===== src/rtl/alu_decode_stage.sv =====
// alu_decode_stage: registered RV32I decode stage between fetch and execute.
// Turns one 32-bit instruction into the ALU control word, operand selects,
// immediate, register indices and class flags, held in a one-entry register.
//
// Handshake (both sides): a transfer happens on a rising clk edge where
// valid && ready are both high. valid never depends on ready; once out_valid
// is raised the entry and every output stay bit-exact until out_ready takes
// it. in_ready = !out_valid || out_ready, purely combinational, so a drain
// and a new capture may share one edge (no bubble). flush kills the held
// entry and blocks any capture on that edge.
module alu_decode_stage #(
  parameter int              XLEN     = 32,
  parameter logic [XLEN-1:0] RESET_PC = 32'h0000_0000
) (
  input  logic            clk,
  input  logic            rst,
  input  logic            in_valid,
  output logic            in_ready,
  input  logic [XLEN-1:0] in_instr,
  input  logic [XLEN-1:0] in_pc,
  input  logic            flush,
  output logic            out_valid,
  input  logic            out_ready,
  output logic [XLEN-1:0] out_pc,
  output logic [3:0]      alu_control,
  output logic [1:0]      op1_sel,
  output logic [1:0]      op2_sel,
  output logic [XLEN-1:0] imm,
  output logic [4:0]      rs1_addr,
  output logic [4:0]      rs2_addr,
  output logic [4:0]      rd_addr,
  output logic            reg_write,
  output logic            is_branch,
  output logic            is_load,
  output logic            is_store,
  output logic            is_jump,
  output logic            illegal
);

  localparam logic [3:0] ALU_AND    = 4'b0000;
  localparam logic [3:0] ALU_OR     = 4'b0001;
  localparam logic [3:0] ALU_ADD    = 4'b0010;
  localparam logic [3:0] ALU_XOR    = 4'b0011;
  localparam logic [3:0] ALU_SUB    = 4'b0110;
  localparam logic [3:0] ALU_SLT    = 4'b0111;
  localparam logic [3:0] ALU_SLL    = 4'b1000;
  localparam logic [3:0] ALU_SRL    = 4'b1001;
  localparam logic [3:0] ALU_SRA    = 4'b1010;
  localparam logic [3:0] ALU_SLTU   = 4'b1011;
  localparam logic [3:0] ALU_PASS_B = 4'b1101;

  localparam logic [1:0] OP1_RS1  = 2'b00;
  localparam logic [1:0] OP1_PC   = 2'b01;
  localparam logic [1:0] OP1_ZERO = 2'b10;
  localparam logic [1:0] OP2_RS2  = 2'b00;
  localparam logic [1:0] OP2_IMM  = 2'b01;
  localparam logic [1:0] OP2_FOUR = 2'b10;

  localparam logic [6:0] OPC_OP     = 7'b0110011;
  localparam logic [6:0] OPC_OP_IMM = 7'b0010011;
  localparam logic [6:0] OPC_LUI    = 7'b0110111;
  localparam logic [6:0] OPC_AUIPC  = 7'b0010111;
  localparam logic [6:0] OPC_JAL    = 7'b1101111;
  localparam logic [6:0] OPC_JALR   = 7'b1100111;
  localparam logic [6:0] OPC_LOAD   = 7'b0000011;
  localparam logic [6:0] OPC_STORE  = 7'b0100011;
  localparam logic [6:0] OPC_BRANCH = 7'b1100011;

  localparam logic [6:0] F7_ZERO = 7'b0000000;
  localparam logic [6:0] F7_ALT  = 7'b0100000;

  logic [6:0]      opcode;
  logic [2:0]      funct3;
  logic [6:0]      funct7;
  logic [XLEN-1:0] imm_i, imm_s, imm_b, imm_u, imm_j, imm_sh;

  assign opcode = in_instr[6:0];
  assign funct3 = in_instr[14:12];
  assign funct7 = in_instr[31:25];

  assign imm_i  = {{20{in_instr[31]}}, in_instr[31:20]};
  assign imm_s  = {{20{in_instr[31]}}, in_instr[31:25], in_instr[11:7]};
  assign imm_b  = {{19{in_instr[31]}}, in_instr[31], in_instr[7],
                   in_instr[30:25], in_instr[11:8], 1'b0};
  assign imm_u  = {in_instr[31:12], 12'b0};
  assign imm_j  = {{11{in_instr[31]}}, in_instr[31], in_instr[19:12],
                   in_instr[20], in_instr[30:21], 1'b0};
  // Shift-immediates carry only the 5-bit shamt; funct7 is not part of it.
  assign imm_sh = {27'b0, in_instr[24:20]};

  assign in_ready = !out_valid || out_ready;

  logic            accept;
  assign accept = in_valid && in_ready && !flush;

  logic [3:0]      d_alu;
  logic [1:0]      d_op1, d_op2;
  logic [XLEN-1:0] d_imm;
  logic [4:0]      d_rs1;
  logic            d_wr, d_br, d_ld, d_st, d_jp, d_bad;

  // Combinational decode of the incoming instruction; illegal cases are
  // normalised at the end so no class flag or write leaks through.
  always_comb begin
    d_alu = ALU_ADD;
    d_op1 = OP1_RS1;
    d_op2 = OP2_RS2;
    d_imm = '0;
    d_rs1 = in_instr[19:15];
    d_wr  = 1'b0;
    d_br  = 1'b0;
    d_ld  = 1'b0;
    d_st  = 1'b0;
    d_jp  = 1'b0;
    d_bad = 1'b0;
    unique case (opcode)
      OPC_OP: begin
        d_wr = 1'b1;
        unique case (funct3)
          3'b000: begin
            if (funct7 == F7_ZERO)     d_alu = ALU_ADD;
            else if (funct7 == F7_ALT) d_alu = ALU_SUB;
            else                       d_bad = 1'b1;
          end
          3'b101: begin
            if (funct7 == F7_ZERO)     d_alu = ALU_SRL;
            else if (funct7 == F7_ALT) d_alu = ALU_SRA;
            else                       d_bad = 1'b1;
          end
          3'b001: begin d_alu = ALU_SLL;  d_bad = (funct7 != F7_ZERO); end
          3'b010: begin d_alu = ALU_SLT;  d_bad = (funct7 != F7_ZERO); end
          3'b011: begin d_alu = ALU_SLTU; d_bad = (funct7 != F7_ZERO); end
          3'b100: begin d_alu = ALU_XOR;  d_bad = (funct7 != F7_ZERO); end
          3'b110: begin d_alu = ALU_OR;   d_bad = (funct7 != F7_ZERO); end
          default: begin d_alu = ALU_AND; d_bad = (funct7 != F7_ZERO); end
        endcase
      end
      OPC_OP_IMM: begin
        d_wr  = 1'b1;
        d_op2 = OP2_IMM;
        d_imm = imm_i;
        unique case (funct3)
          3'b000: d_alu = ALU_ADD;
          3'b010: d_alu = ALU_SLT;
          3'b011: d_alu = ALU_SLTU;
          3'b100: d_alu = ALU_XOR;
          3'b110: d_alu = ALU_OR;
          3'b111: d_alu = ALU_AND;
          3'b001: begin
            d_alu = ALU_SLL;
            d_imm = imm_sh;
            d_bad = (funct7 != F7_ZERO);
          end
          default: begin
            d_imm = imm_sh;
            if (funct7 == F7_ZERO)     d_alu = ALU_SRL;
            else if (funct7 == F7_ALT) d_alu = ALU_SRA;
            else                       d_bad = 1'b1;
          end
        endcase
      end
      OPC_LUI: begin
        d_alu = ALU_PASS_B;
        d_op1 = OP1_ZERO;
        d_op2 = OP2_IMM;
        d_imm = imm_u;
        d_rs1 = 5'd0;
        d_wr  = 1'b1;
      end
      OPC_AUIPC: begin
        d_op1 = OP1_PC;
        d_op2 = OP2_IMM;
        d_imm = imm_u;
        d_wr  = 1'b1;
      end
      OPC_JAL: begin
        d_op1 = OP1_PC;
        d_op2 = OP2_FOUR;
        d_imm = imm_j;
        d_wr  = 1'b1;
        d_jp  = 1'b1;
      end
      OPC_JALR: begin
        d_op1 = OP1_PC;
        d_op2 = OP2_FOUR;
        d_imm = imm_i;
        d_wr  = 1'b1;
        d_jp  = 1'b1;
        d_bad = (funct3 != 3'b000);
      end
      OPC_LOAD: begin
        d_op2 = OP2_IMM;
        d_imm = imm_i;
        d_wr  = 1'b1;
        d_ld  = 1'b1;
        d_bad = (funct3 == 3'b011) || (funct3 == 3'b110) || (funct3 == 3'b111);
      end
      OPC_STORE: begin
        d_op2 = OP2_IMM;
        d_imm = imm_s;
        d_st  = 1'b1;
        d_bad = (funct3[2] == 1'b1) || (funct3 == 3'b011);
      end
      OPC_BRANCH: begin
        d_imm = imm_b;
        d_br  = 1'b1;
        unique case (funct3[2:1])
          2'b00:   d_alu = ALU_SUB;
          2'b10:   d_alu = ALU_SLT;
          2'b11:   d_alu = ALU_SLTU;
          default: d_bad = 1'b1;
        endcase
      end
      default: d_bad = 1'b1;
    endcase
    if (d_bad) begin
      d_alu = ALU_ADD;
      d_op1 = OP1_RS1;
      d_op2 = OP2_RS2;
      d_imm = '0;
      d_wr  = 1'b0;
      d_br  = 1'b0;
      d_ld  = 1'b0;
      d_st  = 1'b0;
      d_jp  = 1'b0;
    end
    // x0 is never written, whatever the opcode says.
    if (in_instr[11:7] == 5'd0) d_wr = 1'b0;
  end

  // Output register: flush beats capture, capture beats drain; data only
  // moves on capture so a stalled entry stays bit-exact.
  always_ff @(posedge clk or posedge rst) begin
    if (rst) begin
      out_valid   <= 1'b0;
      out_pc      <= RESET_PC;
      alu_control <= '0;
      op1_sel     <= '0;
      op2_sel     <= '0;
      imm         <= '0;
      rs1_addr    <= '0;
      rs2_addr    <= '0;
      rd_addr     <= '0;
      reg_write   <= 1'b0;
      is_branch   <= 1'b0;
      is_load     <= 1'b0;
      is_store    <= 1'b0;
      is_jump     <= 1'b0;
      illegal     <= 1'b0;
    end else if (flush) begin
      out_valid <= 1'b0;
    end else if (accept) begin
      out_valid   <= 1'b1;
      out_pc      <= in_pc;
      alu_control <= d_alu;
      op1_sel     <= d_op1;
      op2_sel     <= d_op2;
      imm         <= d_imm;
      rs1_addr    <= d_rs1;
      rs2_addr    <= in_instr[24:20];
      rd_addr     <= in_instr[11:7];
      reg_write   <= d_wr;
      is_branch   <= d_br;
      is_load     <= d_ld;
      is_store    <= d_st;
      is_jump     <= d_jp;
      illegal     <= d_bad;
    end else if (out_ready) begin
      out_valid <= 1'b0;
    end
  end

endmodule


===== config.mk =====
export PLATFORM = sky130hd
export DESIGN_NAME = alu_decode_stage
export DESIGN_NICKNAME = d
export VERILOG_FILES = /design/src/rtl/alu_decode_stage.sv
export SDC_FILE = /design/constraint.sdc
export NUM_CORES = 1
export LEC_CHECK = 0
export ABC_AREA = 1
export ABC_CLOCK_PERIOD_IN_PS = 4300
export BUFFER_PORTS_ARGS = -buffer_cell sky130_fd_sc_hd__buf_2
export CAP_MARGIN = 20
export CORE_MARGIN = 5
export CORE_UTILIZATION = 30
export CTS_CLUSTER_SIZE = 25
export DETAILED_ROUTE_END_ITERATION = 10
export SLEW_MARGIN = 20
export SYNTH_ARGS = -nofsm -noshare
export SYNTH_HDL_FRONTEND = slang
export SYNTH_SLANG_ARGS = --single-unit

===== constraint.sdc =====
create_clock -name clk -period 4.3 [get_ports clk]
set_clock_uncertainty 0.2 [all_clocks]
set_input_delay 0.645 -clock clk [delete_from_list [all_inputs] [get_ports clk]]
set_output_delay 0.645 -clock clk [all_outputs]
set_load 0.005 [all_outputs]

### After elaboration in Yosys (flattened, before gate mapping)

Index checks and enable logic that the tools add are counted.
W data, S select, Z words.

* add/sub/neg operators: 0
* $mul: 0
* div/mod/pow operators: 0
* order comparisons: 0
* equal/unequal tests: 19
* shifts and indexed selects: 0
* multiplexer cells: 37
* bitwise logic cells: 1
* reductions and logical operators: 26

Operator list (number)
* $pmux W32 S6: 1
* $mux W32: 2
* $pmux W4 S7: 2
* $eq A7 B6 Y1 const B: 4
* $eq A7 B7 Y1 const B: 3
* $mux W1: 18
* $pmux W4 S4: 1
* $eq A7 B5 Y1 const B: 2
* $eq A3 B3 Y1 const B: 4
* $mux W4: 3
* $pmux W4 S3: 1
* $reduce_or A3 Y1: 3
* $pmux W2 S2: 2
* $reduce_or A2 Y1: 4
* $eq A7 B2 Y1 const B: 1
* $logic_not A7 Y1: 1
* $pmux W1 S7: 1
* $reduce_bool A7 Y1: 1
* $reduce_or A7 Y1: 1
* $eq A3 B2 Y1 const B: 2
* $mux W3: 2
* $reduce_bool A3 Y1: 2
* $reduce_or A6 Y1: 1
* $logic_not A5 Y1: 1
* other kinds (13): 20

* flip-flop bits (word level): 94
* bits in latches: 0
* memory bits (writable): 0
* memory bits (read-only): 0
* bits of input ports: 69
* output and inout bits: 95
* logic and storage cells: 98
* memories: 0

### Depth between registers and ports, before layout

* depth in word-level cells: 7
* gate-level depth with buffers: 13
* gate-level depth less buffers: 13

### Worst setup path before layout

Ideal clock, no wire load.

* kind: in2reg
* start: input in_instr[31]
* end: register imm[22]
* library setup time: 0.076 ns
* arrival time: 1.747 ns
* required time: 4.024 ns
* setup slack: 2.276 ns
* stages: 11
* path buffers: 2
* cells stage by stage: buf_2 nor2_4 nand2_1 nor2_1 nor2_1 nand2_1 nand3_1 nor2_4 nand2_4 buf_6 o21ai_1

* cells in the longest elaborated chain, start to end: 6
* elaborated cells between the ends (all ways): 11
* classes of those cells: eq/ne: 1; mux: 8; reduce/logical: 2

Ends and longest elaborated chain
* start, declared: RTL line 19 `input logic [XLEN-1:0] in_instr,`
* $eq A7 B6 Y1: RTL line 122, 127, 157
* $mux W1: RTL line 122, 127, 157
* $mux W1: RTL line 156 `if (funct7 == F7_ZERO) d_alu = ALU_SRL;`
* $pmux W1 S2 or $mux W1 (tied branches)
* $pmux W1 S7: RTL line 116 `unique case (opcode)`
* $mux W32 (*): RTL line 216 `if (d_bad) begin`
* end signal, assigned: RTL line 258 `imm <= d_imm;`
* end, declared: RTL line 28 `output logic [XLEN-1:0] imm,`

Every way passes the cells marked *; elsewhere a longest branch is shown, timed or not.
A chain may end at the register's enable or synchronous reset.

### Final worst setup path

* start: input in_instr[1]
* end: register imm[18]

* cells in the longest elaborated chain, start to end: 4
* elaborated cells between the ends (all ways): 15
* classes of those cells: eq/ne: 9; mux: 3; reduce/logical: 3

Ends and longest elaborated chain (RTL line)
* $eq A7 B7 Y1 (tied with other cells): 116
* $reduce_or A3 Y1 (no source line) or $reduce_or A2 Y1 (tied branches)
* $pmux W1 S7 or $pmux W32 S6 (tied branches): 116
* $mux W32 (*): 216

Marked as above.

==> results.sh <==
export IMPL_status="complete, no violations"
export IMPL_syn_area_mm2=0.004768
export IMPL_cts_clk_slew_worst_paths_ps=60
export IMPL_die_w_um=136.1
export IMPL_io_buffer_count=163
export IMPL_finalPower_uw=2138
export IMPL_grt_first_pass_wirelength_mm=23.25
export IMPL_clk_path_buf_depth=2
export IMPL_nFillCells=1703
export IMPL_p_leak_uw=0.003407
export IMPL_critical_path_slowest_cell="a21oi_4"
export IMPL_seq_area_frac_synth=0.4881
export IMPL_power_internal_uw=1579
export IMPL_clkLatencyLatePin_ps=340
export IMPL_drt_pass1_iter_count=4
export IMPL_netlist_top_cells_area="dfrtp_1 (49%), nand2_1 (21%), o21ai_2 (5.3%), nand3_1 (4.6%), o21ai_0 (2.9%)"
export IMPL_htree_levels=3
export IMPL_synth_distinct_cells=29
export IMPL_dieArea_mm2=0.01852
export IMPL_drt_vias_per_instance=4.511
export IMPL_finalInstanceArea_mm2=0.006025
export IMPL_placed_cells=959
export IMPL_drc=0
export IMPL_diodes=0
export IMPL_max_stage_delay_ps=630
export IMPL_vias=4398
export IMPL_power_frac_seq=0.456
export IMPL_stdcell_count=975
export IMPL_ys_warn_count=0
export IMPL_antenna_found_initial=0
export IMPL_layout_drive_gt1_share=0.3123
export IMPL_setup_violations_final=0
export IMPL_period_share=0.6285
export IMPL_crit_fanout=32
export IMPL_grt_usage=0.1618
export IMPL_cp_data_arrival_time_ps=2770
export IMPL_comb_power_share=0.136
export IMPL_min_delay_path_class="in2async"
export IMPL_core_area_mm2=0.01571
export IMPL_p_clk_frac=0.408
export IMPL_dp_hpwl_mm=11.15
export IMPL_cap_violations=0
export IMPL_rows=46
export IMPL_clock_root_buffer="clkbuf_16"
export IMPL_synth_largest_area_cell="dfrtp_1"
export IMPL_post_route_min_period_ps=2703
export IMPL_cp_end_kind="flop"
export IMPL_cts_resized=0
export IMPL_relSlewSlack=0.3226
export IMPL_max_freq_ghz=0.3700
export IMPL_nNetsFinal=823
export IMPL_hold_buffers=0
export IMPL_place_area_mm2=0.005699
export IMPL_grt_max_degree=102
export IMPL_switchingPower_uw=558.5
export IMPL_syn_avg_cell_area_um2=7.817
export IMPL_avgRoutedWirePerCell_um=15.58
export IMPL_path_cells="buf_2 > nand2_1 > nor2_2 > nand2_1 > nand2_4 > nor2_2 > a21oi_4 > o21ai_0 > o21ai_2"
export IMPL_ys_ff_latch=93
export IMPL_synth_largest_type_area_fraction=0.4881
export IMPL_fin_util=0.3834
export IMPL_drtAntennaViolNets=0
export IMPL_grt_ovfl_total=0
export IMPL_cts_tree="yes"
export IMPL_tightest_slew_ps=1016
export IMPL_die_h_um=136.1
export IMPL_cts_buffers=9
export IMPL_synthCells=610
export IMPL_syn2layout_area_growth_pct=26.34
export IMPL_power_density_mw_per_mm2=354.8
export IMPL_post_cts_buffers=0
export IMPL_grt_pass1_vias=4188
export IMPL_syn_nets=679
export IMPL_worstSetupPathType="in2reg"
export IMPL_startpoint_type="input pin"
export IMPL_max_vdd_ir_drop_v=0.0002167
export IMPL_swShare=0.2613
export IMPL_tns_ps=0
export IMPL_hold_viol=0
export IMPL_io_pins=164
export IMPL_start_util=0.3035
export IMPL_cts_sinks=93
export IMPL_grt_setup_unrepaired="no"
export IMPL_cp_required_ps=4370
export IMPL_wl_mm=15.19
export IMPL_slew_viol_final=0
export IMPL_gp_congestion=0.8934
export IMPL_drt_initial_drc_count=278
[registers in the layout (all words and copies together) (netlist names)]
name	cells
op2_sel	2
illegal	1
rd_addr	5
reg_write	1
out_valid	1
is_branch	1
rs2_addr	5
out_pc	32
rs1_addr	5
op1_sel	2
alu_control	4
is_store	1
is_load	1
imm	32
[cells in the final DEF, fill, tap and decap left out, drive strengths merged]
master    Yosys  final
dfrtp        93     93
nand3        45     45
a31oi         1      1
o21bai        2      2
clkinv        0      4
o21ai        69     69
nand3b        1      1
and3          1      1
a21oi         4      4
buf          16    167
nand2       273    273
clkbuf       18     10
o31ai         5      5
inv          41     40
nand4        14     14
bufinv        0      2
nor3          3      3
nor2         24     24
clkinvlp      0      1
[worst paths after layout]
kind                             start          to  slack (ps)  depth (start not counted)
setup / recovery           in_instr[1]     imm[18]        1600                          9
hold / removal                     rst   out_valid         200                          2
setup reg to reg             out_valid     imm[18]        2180                          7
hold reg to reg             out_pc[30]  out_pc[30]         260                          2
max in group asynchronous          rst      imm[4]        2860                          3
min in group clk            out_pc[30]  out_pc[30]         260                          2
[per-stage QoR]
stage	setup WS (ps)	hold slack [ps]
global route	1359	245.0
global placement	1241	248.5
finish	1597	203.5
floorplan	1035	265.4
CTS	1587	221.1
detailed placement	1216	253.4
[cell usage after synthesis, drive strengths merged]
| cell type | instances |
|---|---|
| nand4 | 14 |
| nand3 | 45 |
| a21oi | 4 |
| o31ai | 5 |
| inv | 41 |
| nor3 | 3 |
| a31oi | 1 |
| and3 | 1 |
| buf | 16 |
| dfrtp | 93 |
| clkbuf | 18 |
| nand2 | 273 |
| o21ai | 69 |
| nand3b | 1 |
| nor2 | 24 |
| o21bai | 2 |
[routing by layer]
metal  part of all wire  track usage  vias to the layer above  wire (um)
met5                  0            0                        -          0
met4              0.013      0.04143                        0        191
met3              0.076      0.04774                       17       1150
met2               0.44       0.2460                      153       6724
met1               0.47       0.2259                     1995       7126
li1                   -            -                     2233          -
[worst max-delay path: cells and delay by family]
kind | cells | cell delay [ps]
AOI/OAI and AO/OA | 3 | 1060
buffers and inverters | 1 | 70
and+or+nand+nor | 5 | 990
[logic make-up after synthesis]
family / synth area share
and+or+nand+nor: 0.3246
DFF: 0.4881
buffers and inverters: 0.07321
AOI/OAI and AO/OA: 0.1141
[power by group through the flow]
| stage | clock (uW) | sequential, uW | combinational (uW) |
|---|---|---|---|
| after floorplan | 0 | 1000 | 134 |
| after global placement | 0 | 989 | 300 |
| after detailed placement | 0 | 992 | 300 |
| after CTS | 900 | 975 | 300 |
| after global routing | 944 | 983 | 330 |
| final | 872 | 975 | 291 |
[cell type report]
class                           count  area (um2)  area share
Timing Repair Buffer              167       845.8      0.1404
Inverter                           41       157.7     0.02617
Multi-Input combinational cell    442        2098      0.3483
Sequential cell                    93        2327      0.3863
Clock buffer                       10       239.0     0.03967
Tap cell                          216       270.3     0.04486
Clock inverter                      6       86.33     0.01433
(Power assumes the default switching activity.)
